<file path="src/rtl/ram_dp_clr.sv">
// ram_dp_clr: simple dual-port RAM with byte enables, registered read and a sequential clear engine.
module ram_dp_clr #(
  parameter int AW         = 3,
  parameter int DW         = 16,
  parameter int RDW_MODE   = 0,
  parameter int CLR_ON_RST = 1
) (
  input  logic            clk,
  input  logic            rst,
  input  logic            clr,
  output logic            busy,
  input  logic            we,
  input  logic [AW-1:0]   waddr,
  input  logic [DW-1:0]   wdata,
  input  logic [DW/8-1:0] wbe,
  input  logic            re,
  input  logic [AW-1:0]   raddr,
  output logic [DW-1:0]   rdata,
  output logic            rvalid
);
  localparam int NPOS = 2**AW;
  localparam int NBE  = DW/8;
  localparam logic [0:0] S_IDLE  = 1'b0;
  localparam logic [0:0] S_CLEAR = 1'b1;
  localparam logic [0:0] S_RST   = (CLR_ON_RST != 0) ? S_CLEAR : S_IDLE;
  logic [0:0]    r_state;
  logic [AW-1:0] r_clr_ptr;
  logic [DW-1:0] r_mem [NPOS];
  logic [DW-1:0] r_rdata;
  logic          r_rvalid;
  logic [DW-1:0] w_merged;
  logic          w_go;
  logic          w_wr;
  logic          w_rd;
  logic          w_rdw;
  assign w_go  = (r_state == S_IDLE) && !clr;
  assign w_wr  = w_go && we;
  assign w_rd  = w_go && re;
  assign w_rdw = (RDW_MODE != 0) && w_wr && (waddr == raddr);
  assign busy   = (r_state == S_CLEAR);
  assign rdata  = r_rdata;
  assign rvalid = r_rvalid;
  always_comb begin
    w_merged = r_mem[waddr];
    for (int b = 0; b < NBE; b++)
      w_merged[8*b +: 8] = wbe[b] ? wdata[8*b +: 8] : r_mem[waddr][8*b +: 8];
  end
  // Storage has no reset; it is only touched outside reset by the clear engine or a user write.
  always_ff @(posedge clk) begin
    if (!rst && r_state == S_CLEAR)
      r_mem[r_clr_ptr] <= '0;
    else if (!rst && w_wr)
      r_mem[waddr] <= w_merged;
  end
  always_ff @(posedge clk or posedge rst) begin
    if (rst) begin
      r_state   <= S_RST;
      r_clr_ptr <= '0;
      r_rdata   <= '0;
      r_rvalid  <= 1'b0;
    end else begin
      r_rvalid <= w_rd;
      if (w_rd)
        r_rdata <= w_rdw ? w_merged : r_mem[raddr];
      if (r_state == S_CLEAR) begin
        r_clr_ptr <= r_clr_ptr + 1'b1;
        if (&r_clr_ptr)
          r_state <= S_IDLE;
      end else if (clr) begin
        r_state   <= S_CLEAR;
        r_clr_ptr <= '0;
      end
    end
  end
endmodule

</file>
<file path="config.mk">
export PLATFORM = sky130hd
export DESIGN_NAME = ram_dp_clr
export DESIGN_NICKNAME = d
export VERILOG_FILES = /design/src/rtl/ram_dp_clr.sv
export SDC_FILE = /design/constraint.sdc
export NUM_CORES = 1
export LEC_CHECK = 0
export ABC_AREA = 1
export BUFFER_PORTS_ARGS = -buffer_cell sky130_fd_sc_hd__clkbuf_2
export CORE_MARGIN = 8
export CORE_UTILIZATION = 37
export DETAILED_ROUTE_END_ITERATION = 10
export SYNTH_ARGS = -nofsm -noshare
export SYNTH_HDL_FRONTEND = slang
export SYNTH_SLANG_ARGS = --single-unit
</file>
<file path="constraint.sdc">
create_clock -name clk -period 1.7 [get_ports clk]
set_input_delay 0.085 -clock clk [delete_from_list [all_inputs] [get_ports clk]]
set_output_delay 0.085 -clock clk [all_outputs]
set_load 0.01 [all_outputs]
</file>
== Word level (Yosys, flattened, before mapping) ==
Memory sizes are Yosys's and may differ from the RTL's. A register that Yosys moved wholly into a read port is not among the register bits.
Index checks and enable logic that the tools add are counted.

* $add $sub $neg: 1
* Eq/ne operators: 2
* Muxes and demuxes: 15
* Bitwise logic cells: 1
* Reduce and logical (&&, ||, !) cells: 12

{| class="wikitable"
|+ Operators by type and width
! kind !! count
|-
| $mux 16 || 1
|-
| $mux 8 || 2
|-
| $reduce_or 16->1 || 1
|-
| $mux 3 || 3
|-
| $mux 1 || 8
|-
| $logic_and 1x1->1 || 5
|-
| $reduce_and 2->1 || 2
|-
| $add 3x1->3 const B || 1
|-
| $reduce_and 3->1 || 1
|-
| $logic_not 1->1 || 2
|-
| $mux 2 || 1
|-
| $ne 1x1->1 const B || 2
|-
| $reduce_bool 2->1 || 1
|-
| $not 1->1 || 1
|}

* Bits in registers: 5
* RAM bits: 128
* Bits of input ports: 29
* Word-level logic and storage cells: 35
* Memories kept: 1

{| class="wikitable"
|+ Memories
! memory !! depth !! bits a word !! rd ports !! clocked after Yosys merged registers in !! wr ports !! RTL line !! RTL
|-
| r_mem || 8 || 16 || 1 || 1 || 1 || 28 || <nowiki>logic [DW-1:0] r_mem [NPOS];</nowiki>
|}

== Logic depth before layout (Yosys ltp) ==
Gate-level depths: netlist of the first run.

* Word-level depth: 10
* Mapped depth: 8

== Least setup slack after synthesis of the first run ==
No wires, ideal clock.

* Kind: input to register
* Start: input rst
* End: memory r_mem[0][0], enable pin
* Library setup time: 0.370 ns
* Arrival: 1.629 ns
* Required time: 1.330 ns
* Slack: -0.299 ns
* Stages: 7
* Path through: inv_1 > nand2_1 > nor2_4 > o211ai_1 > nand2_1 > nand3_1 > nor2_1

* Cells in the longest elaborated chain, start to end: 8
* Elaborated cells on any way between the ends: 13
* Those cells by class: mux (7); reduce/logical (6)

{| class="wikitable"
|+ RTL lines
! what !! RTL line !! RTL
|-
| start, declared || 9 || <nowiki>input logic rst,</nowiki>
|-
| $logic_not 1->1 (no line) * || -- ||
|-
| $logic_and 1x1->1 || 52 || <nowiki>else if (!rst && w_wr)</nowiki>
|-
| $mux 1 || 52 ||
|-
| $mux 1 || 50 || <nowiki>if (!rst && r_state == S_CLEAR)</nowiki>
|-
| $mux 1 (implied by the code) || 53 || <nowiki>r_mem[waddr] <= w_merged;</nowiki>
|-
| $reduce_and 2->1 (no line) || -- ||
|-
| $reduce_or 16->1 (no line) || -- ||
|-
| $mux 3 (no line) or $mux 2 (tied branches) || -- ||
|-
| end, declared || 28 ||
|}

Every way passes the cells marked *; elsewhere a longest branch is shown, timed or not.

== Final worst setup path of the first run ==
* Start: register r_state, in the netlist busy
* End: memory r_mem[3][8], enable pin

* Cells in the longest elaborated chain, start to end: 10
* Elaborated cells on any way between the ends: 15
* Those cells by class: mux (7); bitwise (1); reduce/logical (7)

{| class="wikitable"
|+ RTL lines
! what !! RTL line !! RTL
|-
| start, declared || 26 || <nowiki>logic [0:0] r_state;</nowiki>
|-
| start signal, assigned || 57 || <nowiki>r_state <= S_RST;</nowiki>
|-
| start signal, assigned || 68 || <nowiki>r_state <= S_IDLE;</nowiki>
|-
| start signal, assigned || 70 || <nowiki>r_state <= S_CLEAR;</nowiki>
|-
| $not 1->1 || 36 || <nowiki>assign w_go = (r_state == S_IDLE) && !clr;</nowiki>
|-
| $logic_and 1x1->1 || 36 ||
|-
| $logic_and 1x1->1 || 37 || <nowiki>assign w_wr = w_go && we;</nowiki>
|-
| $logic_and 1x1->1 || 52 ||
|-
| $mux 1 || 52 ||
|-
| $mux 1 || 50 ||
|-
| $mux 1 (implied by the code) || 53 ||
|-
| $reduce_and 2->1 (no line) || -- ||
|-
| $reduce_or 16->1 (no line) || -- ||
|-
| $mux 3 (no line) or $mux 2 (tied branches) || -- ||
|}

Several ways; a longest one is shown, not always the timed one.

==> results of run 1 <==
==> cells by family after synthesis <==
| logic type | after synthesis |
|---|---|
| AO/OA/AOI/OAI | 109 |
| buffers and inverters | 60 |
| flip-flops | 149 |
| adder cells (fa/ha/maj) | 2 |
| AND/OR/NAND/NOR | 207 |
==> cell usage in the layout, fill, tap and decap left out, types with 4 or more instances in the layout <==
| cell type | synthesis | layout |
|---|---|---|
| edfxtp_1 | 128 | 128 |
| nor2_1 | 129 | 113 |
| o21ai_0 | 69 | 67 |
| clkbuf_2 | 3 | 46 |
| nand2_1 | 47 | 44 |
| o211ai_1 | 38 | 38 |
| buf_4 | 7 | 34 |
| inv_1 | 29 | 25 |
| dfrtp_1 | 20 | 20 |
| nor2_4 | 2 | 17 |
| clkbuf_16 | 0 | 17 |
| nand3_1 | 24 | 16 |
| bufinv_16 | 0 | 6 |
| nand3_2 | 0 | 5 |
| clkinv_1 | 0 | 5 |
| nand2_4 | 0 | 4 |
| nand2_2 | 5 | 4 |
| buf_6 | 1 | 4 |
==> what timing repair did <==
action                                 CTS  global route
pin swaps                               20             9
setup endpoints to repair              128           128
hold buffers                             1             0
buffers inserted                         4             1
resized for setup                       25            11
endpoints found under the hold margin   20             0
==> worst max-delay path by stage <==
stage / from / endpoint / cells after the start
floorplan: busy$_DFF_PP1_ / r_mem[3][0]$_DFFE_PP_ / 7
global placement: busy$_DFF_PP1_ / r_mem[2][4]$_DFFE_PP_ / 7
detailed placement: busy$_DFF_PP1_ / r_mem[2][9]$_DFFE_PP_ / 7
CTS: busy$_DFF_PP1_ / r_mem[7][9]$_DFFE_PP_ / 7
global route: busy$_DFF_PP1_ / r_mem[3][8]$_DFFE_PP_ / 7
finish: busy$_DFF_PP1_ / r_mem[3][8]$_DFFE_PP_ / 7
==> per-layer routing <==
| metal | track usage [%] | vias up | routed length, um |
|---|---|---|---|
| met5 | 0 | - | 0 |
| met1 | 20.2 | 1959 | 7210 |
| met4 | 6.00 | 0 | 231 |
| met3 | 3.54 | 19 | 917 |
| met2 | 20.4 | 146 | 6460 |
| li1 | - | 2002 | - |
==> final cells by class <==
class / instances / area [sq um]
Inverter: 31 / 136
Clock inverter: 14 / 214
Multi-Input combinational cell: 318 / 1730
Sequential cell: 149 / 4370
Tap cell: 220 / 275
Fill cell: 1430 / 8680
Clock buffer: 17 / 425
Timing Repair Buffer: 87 / 581
==> sequential cells by signal, indices dropped and copies added (netlist names) <==
name	flops
r_mem	128
busy	1
r_clr_ptr	3
rdata	16
rvalid	1
==> metrics by stage <==
| stage | hold WS [ns] | instances |
|---|---|---|
| 2_1_floorplan | -0.0523 | 527 |
| 3_3_place_gp | 0.199 | 801 |
| 3_5_place_dp | 0.210 | 801 |
| 4_1_cts | 0.0676 | 835 |
| 5_1_grt | 0.109 | 836 |
| 6_report | 0.0816 | 836 |
==> power by group through the flow <==
stage / Combinational (W) / Sequential (W) / Clock, W
after CTS: 0.00213 / 0.00489 / 0.00410
after detailed placement: 0.00189 / 0.00496 / 0
after global placement: 0.00182 / 0.00495 / 0
final: 0.00222 / 0.00489 / 0.00405
after global routing: 0.00246 / 0.00495 / 0.00423
after floorplan: 0.00110 / 0.00500 / 0
==> worst reg2reg max path, cell delays in order, from the launching register on <==
cell and delay (ns):
dfstp_2 0.39, inv_2 0.09, nand2_4 0.06, nor2_4 0.18, o211ai_1 0.16, nand2_2 0.19, nand3_2 0.16, nor2_4 0.28
==> out/results.txt, run 1 <==
Syn_area_per_cell -> 11.7 sq um
Post-synthesis sequential element count -> 149
Fin. max-slew vios -> 0
WHS Endpoint -> busy$_DFF_PP1_
P&R area growth vs syn -> 25.6%
Synth cell types -> 20
FFs w/ async S/R, synth -> 14.1%
Period Utilization, post-route -> 108%
Syn nets -> 558
Clk_lat worst skew -> 0.42 ns
Htree depth -> 4
Logic gate share of total power -> 19.9%
Pwr Total -> 0.0112 W
Unrepaired setup endpoints after global routing -> true
F_max -> 546 MHz
Via count -> 4126
Drt total wl -> 14800 um
Post-synthesis compound-gate area fraction -> 10.7%
Buffers on Ports -> 46
Hold violation total from the final report -> 0
Row count -> 47
Hold Crit Class -> in2reg
Worst EP arrival -> 1.93 ns
Post-synthesis adder-cell area fraction -> 0.406%
Remaining global-route overflow -> 0
Root Driver -> clkbuf_16
Share of the synthesized area in the top cell type -> 62.4%
Max cap viols -> 0
Final antenna-violating net count -> 0
CTS clk-pin slew, worst paths -> 0.05 ns
Final min period -> 1.83 ns
DR WL/cell -> 17.7 um
DP Wirelength -> 10100 um
Max incr delay on CP -> 0.39 ns
Largest family of logic cells by synthesized area -> simple AND/OR/NAND/NOR gates
Worst R2R Setup Slack -> -0.13 ns
Int Pwr -> 0.00814 W
Largest net degree at the start of global routing -> 65
Iteration-0 DRC Markers -> 511
Initial antenna violation count -> 0
Violated checks -> setup timing
Count of final setup violators -> 121
Die area -> 0.0210 sq mm
Placer Congestion -> 0.856
Multiplexer area fraction after synthesis -> 0%
Die Y -> 145 um
Vias in the first global route -> 4138
Syn Inst Count -> 527
CTS tree -> done
Status -> finished with violations
CP required -> 1.80 ns
Worst-Margin Slew -> 0.562 ns
Count leader, synth -> nor2_1
Number of flops mapped to enable cells by yosys -> 128
Hold path depth -> 4
Main synth FF type -> edfxtp_1
Leakage -> 2.96 nW
Gr usage total -> 14.3%
Power per cell area -> 1440 mW/mm^2
Worst r2r src -> busy$_DFF_PP1_
Setup Slack @ Placement -> -0.160 ns
Capture point of the worst reg-to-reg path -> r_mem[3][8]$_DFFE_PP_
Core area -> 0.0164 sq mm
Critical path class -> reg2reg
Seq pwr share -> 43.8%
Top delay family on crit path -> simple AND/OR/NAND/NOR gates
Clk pwr share -> 36.3%
Initial core utilization -> 37.5%
Final Cell Area -> 0.00773 sq mm
IO Count -> 47
Yosys top cell by area -> edfxtp_1
Crit. End Element -> flip-flop
Synth Area in XOR/XNOR -> 0%
Simple-gate share of the synthesized area -> 13.6%
Clock sinks -> 149
Peak fanout along the critical path -> 8
Worst path cell trace -> inv_2 > nand2_4 > nor2_4 > o211ai_1 > nand2_2 > nand3_2 > nor2_4
Core Util, Final -> 47.1%
Area contributors post-synth -> edfxtp_1 (62%), dfrtp_1 (8.1%), nor2_1 (7.9%)
Ys Warns -> 0
Seq/Total Area, Yosys -> 71.0%
Final worst slack -> -0.130 ns
Final setup TNS -> -9.39 ns
Layout cells sized above 1 -> 25.3%
Post-DR vias/cell -> 4.94
DRC viols -> 0
Most frequent CP cell -> nor2_4
Peak VDD IR -> 0.000877 V
Critical path launch point type -> flip-flop
Max clock buf depth -> 2
First-pass GRT wire length -> 23200 um
Sw Share -> 27.0%
HP Start -> clr
WP buf/inv -> 1
Area post-placement -> 0.00689 sq mm
NumNets Final -> 635
ANT cells -> 0
TritonCTS buffer count -> 17
Synthesized area -> 0.00616 sq mm
Pre-antenna DRT Iters -> 5
Slew margin rel. -> 62.5%
Final clock skew -> 0.00637 ns
Chip Width -> 145 um
Post-synth top cells -> nor2_1 (129), edfxtp_1 (128), o21ai_0 (69), nand2_1 (47), o211ai_1 (38)
Sw Pwr -> 0.00301 W
Worst r2r path cells -> 7
CP max-delay cell -> dfstp_2
Power figures use the tool's default switching activity.
==> run 2, diff against run 1 <==
--- a/config.mk
+++ b/config.mk
@@ -5,11 +5,11 @@
 export SDC_FILE = /design/constraint.sdc
 export NUM_CORES = 1
 export LEC_CHECK = 0
-export ABC_AREA = 1
 export BUFFER_PORTS_ARGS = -buffer_cell sky130_fd_sc_hd__clkbuf_2
 export CORE_MARGIN = 8
-export CORE_UTILIZATION = 37
+export CORE_UTILIZATION = 54
 export DETAILED_ROUTE_END_ITERATION = 10
+export PLACE_DENSITY = 0.76
 export SYNTH_ARGS = -nofsm -noshare
 export SYNTH_HDL_FRONTEND = slang
 export SYNTH_SLANG_ARGS = --single-unit
==> run 2 against run 1 <==
Net effect: the run still ends with setup timing left; clock power about the same; critical endpoint is now r_mem[7][8]$_DFFE_PP_; combinational power up 9.5%; via count down 7.0%; power up 2.3%; sequential power up 1%.
==> out/results.txt, run 2 <==
Synthesized area -> 0.00609 sq mm
Status -> finished with violations
Post-synth top cells -> edfxtp_1 (128), mux2_2 (33), mux2i_1 (32), dfrtp_1 (20), nand2_1 (19)
Multi-input logic area -> 0.00186 sq mm
F_max -> 490 MHz
Critical path launch point type -> flip-flop
Via count -> 3837
Clk_lat worst skew -> 0.41 ns
WL met3 -> 955 um
Crit. End Element -> flip-flop
Post-synthesis sequential element count -> 149
Htree depth -> 4
NumNets Final -> 505
Peak fanout along the critical path -> 8
Commonest non-fill, non-tap cells in the layout -> edfxtp_1 (128), clkbuf_2 (45), buf_4 (37), mux2_2 (33), mux2i_1 (32)
Gr usage total -> 19.8%
Max layer used -> met4
Syn_area_per_cell -> 16.1 sq um
Iteration-0 DRC Markers -> 321
Ys Warns -> 0
Pwr Total -> 0.0114 W
Finished Layout Cells -> 626
Power per cell area -> 1450 mW/mm^2
Final clock skew -> 0.00640 ns
Die area -> 0.0149 sq mm
Hold Crit Class -> in2reg
First-pass GRT wire length -> 22000 um
Routed length on met1 -> 6230 um
Row count -> 38
Count of final setup violators -> 128
Max clock buf depth -> 2
Critical path class -> reg2reg
Max FFs per register -> 128
Area contributors post-synth -> edfxtp_1 (63%), dfrtp_1 (8.2%), mux2_2 (6.1%)
ANT cells -> 0
Core area -> 0.0109 sq mm
Fin. max-slew vios -> 0
Buffers on Ports -> 46
Initial core utilization -> 55.7%
Worst EP arrival -> 2.17 ns
Yosys top cell by area -> edfxtp_1
Die Y -> 122 um
TritonCTS buffer count -> 17
CTS tree -> done
Post-DR vias/cell -> 6.13
IO Count -> 47
Worst-Margin Slew -> 1.17 ns
Chip Width -> 122 um
Clock sinks -> 149
CTS clk-pin slew, worst paths -> 0.06 ns
Final antenna-violating net count -> 0
Fill count -> 676
DP Cell Count -> 585
Worst R2R Setup Slack -> -0.34 ns
Pre-antenna DRT Iters -> 7
Drt total wl -> 14500 um
Initial antenna violation count -> 0
Setup Slack @ Placement -> -0.361 ns
Syn Inst Count -> 379
Main synth FF type -> edfxtp_1
DR WL/cell -> 23.2 um
Layout cells sized above 1 -> 42.4%
FFs w/ async S/R, synth -> 14.1%
Met2 routed WL -> 7150 um
Leading cell type in the layout, fill and taps excluded -> edfxtp_1
Synth cell types -> 30
Count leader, synth -> edfxtp_1
Peak VDD IR -> 0.000860 V
Number of flops mapped to enable cells by yosys -> 128
CP required -> 1.83 ns
Remaining global-route overflow -> 0
Hold Slack -> 0.0228 ns
Final setup TNS -> -23.80 ns
Root Driver -> clkbuf_16
Hold violation total from the final report -> 0
Placer Congestion -> 0.750
Syn nets -> 410
DRC viols -> 0
Reg with most FFs -> r_mem
Max cap viols -> 0
Slew margin rel. -> 21.9%
Register area -> 0.00437 sq mm
Final worst slack -> -0.341 ns
Violated checks -> setup timing
Largest net degree at the start of global routing -> 39
Vias in the first global route -> 3935
Share of the synthesized area in the top cell type -> 63.2%
Leakage -> 3.02 nW
Unrepaired setup endpoints after global routing -> true
Period Utilization, post-route -> 120%
P&R area growth vs syn -> 29.2%
Final min period -> 2.04 ns
DP Wirelength -> 8780 um
Seq/Total Area, Yosys -> 71.8%
## run 2: path summary, 6_finish.rpt
path,startpoint,cells past startpoint,end
setup / recovery,busy$_DFF_PP1_,4,r_mem[7][8]$_DFFE_PP_
hold / removal,clr,3,r_clr_ptr[1]$_DFFE_PP0P_
setup reg to reg,busy$_DFF_PP1_,4,r_mem[7][8]$_DFFE_PP_
hold reg to reg,rdata[6]$_DFFE_PP0P_,2,rdata[6]$_DFFE_PP0P_
max in group asynchronous,rst,5,rdata[11]$_DFFE_PP0P_
min in group asynchronous,rst,5,r_clr_ptr[1]$_DFFE_PP0P_
## run 2: cells by family (layout without fill, tap and decap cells)
kind of cell,after synthesis,after routing,synth area share [%]
buf+inv,28,135,1.97
mux,65,65,11.4
flops,149,149,71.8
compound gates,77,77,8.86
fa+ha+maj,2,2,0.411
simple gates,58,58,5.57
## run 2: where the power goes
part	internal (W)	leakage, nW	switching (W)
registers	0.00466	1.47	0.000289
clock network	0.00259	0.301	0.00144
logic	0.00109	1.25	0.00134
## run 2: final cells by class
type	count	share of cell area (%)
Multi-Input combinational cell	202	23.7
Clock buffer	17	5.41
Inverter	5	0.239
Sequential cell	149	55.6
Clock inverter	14	2.66
Timing Repair Buffer	99	10.2
Tap cell	140	2.23
## run 2: repair_timing
item	CTS	global route
buffers inserted	5	3
hold buffers	1	0
endpoints found under the hold margin	20	0
gates cloned	1	0
endpoints found under the setup margin	223	270
resized for setup	18	13
pin swaps	7	6
## run 2: routing by layer
| metal | up-vias | global-route usage, % |
|---|---|---|
| met5 | - | 0 |
| met4 | 0 | 6.63 |
| met3 | 17 | 4.72 |
| met2 | 166 | 31.0 |
| met1 | 1958 | 26.8 |
| li1 | 1696 | - |
## run 2: critical path, cell delays in order, from the launching register on
cell	delay [ns]
dfstp_2	0.37
or4b_4	0.50
or4b_4	0.55
a21oi_4	0.20
buf_12	0.14
## run 2: per-stage QoR
step                      cell area, sq um  utilization [%]
final                                 7860             71.9
after global routing                  7860             71.9
after CTS                             7740             70.8
after detailed placement              6950             63.5
after global placement                6950             63.5
after floorplan                       6230                -
